$ cat src/rtl/speech_mailbox_if.sv
// CPC-to-ATMega speech mailbox bus: CPC write strobe and data, ATMega pop strobe,
// and the registered FIFO head/status returned to both sides.
interface speech_mailbox_if;
  logic       iSPEECH_WRITE;
  logic [7:0] iCPC_DATA;
  logic       iBYTE_ACK;
  logic [7:0] oATMEGA_DATA;
  logic       oBYTE_READY;
  logic       oFULL;
  logic [7:0] oSTATUS;

  modport master (
    output iSPEECH_WRITE, iCPC_DATA, iBYTE_ACK,
    input  oATMEGA_DATA, oBYTE_READY, oFULL, oSTATUS
  );

  modport slave (
    input  iSPEECH_WRITE, iCPC_DATA, iBYTE_ACK,
    output oATMEGA_DATA, oBYTE_READY, oFULL, oSTATUS
  );
endinterface

$ cat src/rtl/speech_mailbox.sv
// CPC-to-ATMega speech byte mailbox: a DEPTH-slot FIFO fed by synchronized asynchronous strobes.
// Define SPEECH_MAILBOX_OVF_FLAG_EN to add the sticky overflow flag on oSTATUS[5].
module speech_mailbox #(
  parameter int DEPTH = 4
) (
  input  logic            iCLK,
  input  logic            i__RESET,
  speech_mailbox_if.slave bus
);
  localparam int         PTR_W    = $clog2(DEPTH);
  localparam logic [3:0] FULL_CNT = 4'(DEPTH);

  logic [1:0]       wr_sync, ack_sync;
  logic             wr_prev, ack_prev;
  logic             wr_armed, ack_armed;
  logic [1:0]       warm;
  logic             push, pop, push_ok, pop_ok;
  logic [PTR_W-1:0] wr_ptr, rd_ptr;
  logic [3:0]       count, count_nxt;
  logic [7:0]       mem [DEPTH];
  logic [7:0]       head_q, status_q;
  logic             ready_q, full_q;
  logic             ovf;

  // A channel arms only after its synchronizer has captured a genuine low since reset,
  // so a strobe already high at release never looks like a fresh rising edge.
  always_ff @(posedge iCLK or negedge i__RESET) begin
    // NOTE: sequential state uses non-blocking assignments so every flop samples pre-edge values.
    if (!i__RESET) begin
      wr_sync   <= 2'b00;
      ack_sync  <= 2'b00;
      wr_prev   <= 1'b0;
      ack_prev  <= 1'b0;
      wr_armed  <= 1'b0;
      ack_armed <= 1'b0;
      warm      <= 2'b00;
    end else begin
      wr_sync  <= {wr_sync[0], bus.iSPEECH_WRITE};
      ack_sync <= {ack_sync[0], bus.iBYTE_ACK};
      wr_prev  <= wr_sync[1];
      ack_prev <= ack_sync[1];
      warm     <= {warm[0], 1'b1};
      if (warm[1] && !wr_sync[1])  wr_armed  <= 1'b1;
      if (warm[1] && !ack_sync[1]) ack_armed <= 1'b1;
    end
  end

  assign push    = wr_sync[1] & ~wr_prev & wr_armed;
  assign pop     = ack_sync[1] & ~ack_prev & ack_armed;
  assign pop_ok  = pop && (count != 4'd0);
  assign push_ok = push && (count != FULL_CNT);

  always_comb begin
    // NOTE: default first so every path assigns count_nxt and no latch is inferred.
    count_nxt = count;
    case ({push_ok, pop_ok})
      2'b10:   count_nxt = count + 4'd1;
      2'b01:   count_nxt = count - 4'd1;
      default: ;
    endcase
  end

  always_ff @(posedge iCLK or negedge i__RESET) begin
    if (!i__RESET) begin
      wr_ptr <= '0;
      rd_ptr <= '0;
      count  <= 4'd0;
    end else begin
      if (push_ok) wr_ptr <= wr_ptr + PTR_W'(1);
      if (pop_ok)  rd_ptr <= rd_ptr + PTR_W'(1);
      count <= count_nxt;
    end
  end

  // NOTE: storage has no reset; count and pointers alone decide which slots hold valid bytes.
  always_ff @(posedge iCLK) begin
    if (push_ok) mem[wr_ptr] <= bus.iCPC_DATA;
  end

`ifdef SPEECH_MAILBOX_OVF_FLAG_EN
  logic drop;
  assign drop = push && (count == FULL_CNT);

  // A dropped push outranks a clearing pop in the same cycle.
  always_ff @(posedge iCLK or negedge i__RESET) begin
    if (!i__RESET)   ovf <= 1'b0;
    else if (drop)   ovf <= 1'b1;
    else if (pop_ok) ovf <= 1'b0;
  end
`else
  assign ovf = 1'b0;
`endif

  // Outputs trail the FIFO state by one cycle; the head holds its last byte while empty.
  always_ff @(posedge iCLK or negedge i__RESET) begin
    if (!i__RESET) begin
      head_q   <= 8'h00;
      ready_q  <= 1'b0;
      full_q   <= 1'b0;
      status_q <= 8'h00;
    end else begin
      ready_q  <= (count != 4'd0);
      full_q   <= (count == FULL_CNT);
      status_q <= {count == FULL_CNT, count != 4'd0, ovf, 1'b0, count};
      if (count != 4'd0) head_q <= mem[rd_ptr];
    end
  end

  assign bus.oATMEGA_DATA = head_q;
  assign bus.oBYTE_READY  = ready_q;
  assign bus.oFULL        = full_q;
  assign bus.oSTATUS      = status_q;
endmodule

$ cat src/flat_wrapper.sv
// flat-port wrapper written by rule: the top's interface ports become plain ports
module speech_mailbox_flat 
#(
  parameter int DEPTH = 4
)
  (iCLK, i__RESET, bus_iSPEECH_WRITE, bus_iCPC_DATA, bus_iBYTE_ACK, bus_oATMEGA_DATA, bus_oBYTE_READY, bus_oFULL, bus_oSTATUS);
  speech_mailbox_if bus_i ();
  input  logic iCLK;
  input  logic i__RESET;
  input wire logic [$bits(bus_i.iSPEECH_WRITE)-1:0] bus_iSPEECH_WRITE;
  input wire logic [$bits(bus_i.iCPC_DATA)-1:0] bus_iCPC_DATA;
  input wire logic [$bits(bus_i.iBYTE_ACK)-1:0] bus_iBYTE_ACK;
  output wire logic [$bits(bus_i.oATMEGA_DATA)-1:0] bus_oATMEGA_DATA;
  output wire logic [$bits(bus_i.oBYTE_READY)-1:0] bus_oBYTE_READY;
  output wire logic [$bits(bus_i.oFULL)-1:0] bus_oFULL;
  output wire logic [$bits(bus_i.oSTATUS)-1:0] bus_oSTATUS;
  assign bus_i.iSPEECH_WRITE = bus_iSPEECH_WRITE;
  assign bus_i.iCPC_DATA = bus_iCPC_DATA;
  assign bus_i.iBYTE_ACK = bus_iBYTE_ACK;
  assign bus_oATMEGA_DATA = bus_i.oATMEGA_DATA;
  assign bus_oBYTE_READY = bus_i.oBYTE_READY;
  assign bus_oFULL = bus_i.oFULL;
  assign bus_oSTATUS = bus_i.oSTATUS;
  speech_mailbox #(.DEPTH(DEPTH)) u_core (.iCLK(iCLK), .i__RESET(i__RESET), .bus(bus_i));
endmodule
$ cat config.mk
export PLATFORM = sky130hd
export DESIGN_NAME = speech_mailbox_flat
export DESIGN_NICKNAME = d
export VERILOG_FILES = /design/src/rtl/speech_mailbox_if.sv /design/src/rtl/speech_mailbox.sv /design/src/flat_wrapper.sv
export SDC_FILE = /design/constraint.sdc
export NUM_CORES = 1
export LEC_CHECK = 0
export CAP_MARGIN = 40
export CORE_AREA = 2 2 69 85
export CTS_CLUSTER_SIZE = 30
export DETAILED_ROUTE_END_ITERATION = 8
export DIE_AREA = 0 0 71 87
export PLACE_DENSITY = 0.84
export SLEW_MARGIN = 20
export SYNTH_ARGS = -nofsm -noshare
export SYNTH_HDL_FRONTEND = slang
export SYNTH_SLANG_ARGS = --single-unit
$ cat constraint.sdc
create_clock -name iCLK -period 2.6 [get_ports iCLK]
set_input_delay 0.39 -clock iCLK [delete_from_list [all_inputs] [get_ports iCLK]]
set_output_delay 0.39 -clock iCLK [all_outputs]
set_load 0.005 [all_outputs]
==> results of run 1 <==
==> per-layer routing <==
| layer | track usage, % | wire, um | part of all wire (%) |
|---|---|---|---|
| met1 | 16.4 | 1590 | 41 |
| met4 | 9.61 | 89 | 2.3 |
| met5 | 0 | 0 | 0 |
| met2 | 24.0 | 2010 | 52 |
| met3 | 3.94 | 146 | 3.8 |
==> state kept, by name, summed over array words and instances (netlist names), 4 cells and up <==
| name | cells |
|---|---|
| u_core.mem | 32 |
| u_core.bus.oSTATUS | 6 |
| u_core.bus.oATMEGA_DATA | 8 |
| u_core.count | 4 |
==> area by class of cell <==
class                           count  area (um^2)
Inverter                           10         37.5
Tap cell                           64         80.1
Multi-Input combinational cell     62          697
Sequential cell                    64         1760
Clock inverter                      5         72.6
Fill cell                         420         2360
Clock buffer                       11          131
Timing Repair Buffer               31          300
==> logic make-up (layout without fill, tap and decap cells) <==
kind of cell / Yosys count / in the layout / synth area share [%]
muxes: 18 / 18 / 11.6
and+or+nand+nor: 19 / 19 / 6.86
adders and majority gates: 8 / 8 / 4.21
xor gates and xnor gates: 5 / 5 / 1.71
AOI/OAI and AO/OA: 9 / 9 / 2.45
DFF: 64 / 64 / 69.0
other: 2 / 3 / 0.294
buffers and inverters: 18 / 57 / 3.92
==> placed cells by master (no fill, tap or decap), types with 2 or more instances in the layout <==
cell / count
a21o_1: 2
a21oi_1: 2
and2_1: 4
buf_4: 4
bufinv_16: 2
clkbuf_1: 2
clkbuf_8: 9
clkdlybuf4s50_1: 27
clkinv_1: 2
conb_1: 3
dfrtp_1: 31
edfxtp_1: 32
ha_1: 7
inv_1: 10
mux2_2: 9
mux4_2: 8
nand2_1: 4
nand3_1: 2
nor3_4: 2
nor3b_1: 3
o21ai_0: 2
xnor2_1: 2
xor2_1: 3
==> worst paths after layout <==
kind                               startpoint  cells after the start                    endpoint  slack (ns)
setup / recovery              u_core.count[2]                      8             u_core.count[3]        0.17
hold / removal             u_core.ack_sync[0]                      0          u_core.ack_sync[1]        0.35
setup reg to reg              u_core.count[2]                      8             u_core.count[3]        0.17
hold reg to reg            u_core.ack_sync[0]                      0          u_core.ack_sync[1]        0.35
max in group asynchronous            i__RESET                      2             u_core.count[0]        1.82
min in group asynchronous            i__RESET                      2  u_core.bus.oATMEGA_DATA[3]        0.45
==> power by group <==
part	total, mW	switching [mW]	internal (mW)
combinational	0.910	0.328	0.582
clock	0.874	0.341	0.532
sequential	1.53	0.225	1.30
total	3.31	0.894	2.42
==> metrics, run 1 <==
final hold vios=0; Maximum Capacitance Violations=0; TritonCTS clock tree=built; Worst Setup Slack, final=approximately 0.17 ns; worst setup slack after placement=0.164 ns; combined global-route utilization of all metal layers=14.5%; clock-pin slew reported for the worst setup and hold paths after clock tree synthesis=0.06 ns; maximum ir drop on the vdd rail=0.377 mV; routed wire length=3830 um; post-synthesis sequential area ratio=69.0%; Final GP Congestion=~0.8; cell type group with the largest total delay on the critical path=simple AND/OR/NAND/NOR gates; Final Core Density=between 50% and 60%; CTS root buf=clkbuf_8; die area=between 0.006 and 0.007 mm^2; die width=roughly 70 um; final design area excluding fillers=between 0.003 and 0.004 mm^2; number of pins exceeding their max-slew limit in the final report=0; vias in the first global route=1313; status=finished clean; Critical-path top delay cell=or4b_1; number of DRC violations after detailed-routing iteration 0=73; data arrival time of the worst path=2.64 ns; placed wire-length estimate=2570 um; DRC violation count after routing=0; Antenna Nets Post-Route=0; height of the die=87 um; delay of the slowest cell on the worst path=0.51 ns; endpoint required time on the critical path=2.81 ns; Starting Density=46.9%; RSZ-0062 raised after global routing=no; area grow syn2layout=20.6%; port bufs=27; Max transition margin=about three fifths; kind of end point of the critical path=flop; area of the core=0.00544 mm^2; Setup violations, final=0; start-to-end type of the worst setup path=reg -> reg; count of unique library cells instantiated by Yosys=31; share of post-route cells with drive strength above 1=21.9%; Cell Area, Synth=0.00255 mm^2; Main synth FF type=edfxtp_1; Post-CTS Resized=0; site row count=30; FF+latch count, synth=64; max frequency=411 MHz; number of buffers created by CTS=9; pin count of the biggest net entering global routing=33; number of antenna repair diodes=0; cell types with the highest counts after synthesis=32 x dfrtp_1, 32 x edfxtp_1, 10 x inv_1; class of the tightest hold or removal check=reg -> reg; crit start category=flop; ordered list of cells on the worst path=nor4b_4, nor3_4, inv_1, ha_1, ha_1, or4b_1, o311ai_0, o211ai_1; buffer levels on the longest clock path=2; residual overflow from global routing=0; actual slew at the worst max-slew pin=0.588 ns; overall power consumption=3.31 mW; maximum fanout encountered on the critical timing path=7; post-synth top area share=between 30 and 40%; final clock period utilization by the worst path=between 90 and 100%; H-tree levels=3; Final #Nets=198; Synth area leader=edfxtp_1; cell count after synthesis=roughly 140; number of placed cells counting well taps=231; DR pass1 iterations=4; post-route setup TNS=0 ns; IO Count=30; Post-Synthesis Mean Instance Area=17.9 um^2; via density per instance=5.07; post-route minimum period=2.43 ns; async set-or-reset flop fraction in the synthesized netlist=50.0%; number of sinks driven by the clock tree=64; routed len/inst=15.5 um; static leakage power=approximately 1.2 nW; Most common cell on crit path=ha_1; final worst clock skew=0.00773 ns; total power divided by cell area=1070 mW/mm^2; Hold Worst Slack=0.347 ns; synth top area cells=edfxtp_1 38%, dfrtp_1 31%, mux4_2 7.1%; via total after detailed routing=1252; post-layout instance count excluding filler cells=247; first-pass GRT wire length=6400 um; buffers inserted by post-CTS timing repair=0; CP bufs+invs=1; initial antenna violation count=0; area of placed instances=0.00288 mm^2; EDFF count, synth=32; post-cts hold buffer count=0; Synthesis Warnings=0; clock network latency to the later pin of the worst-skew pair=between 0.3 and 0.4 ns
No activity file was read; power rests on OpenSTA's default activity.
==> inputs of run 2 (changes only) <==
- GPL_ROUTABILITY_DRIVEN: unset -> 0
==> results of run 2 <==
The final DEF is identical to that of run 1; final timing and power are the same.
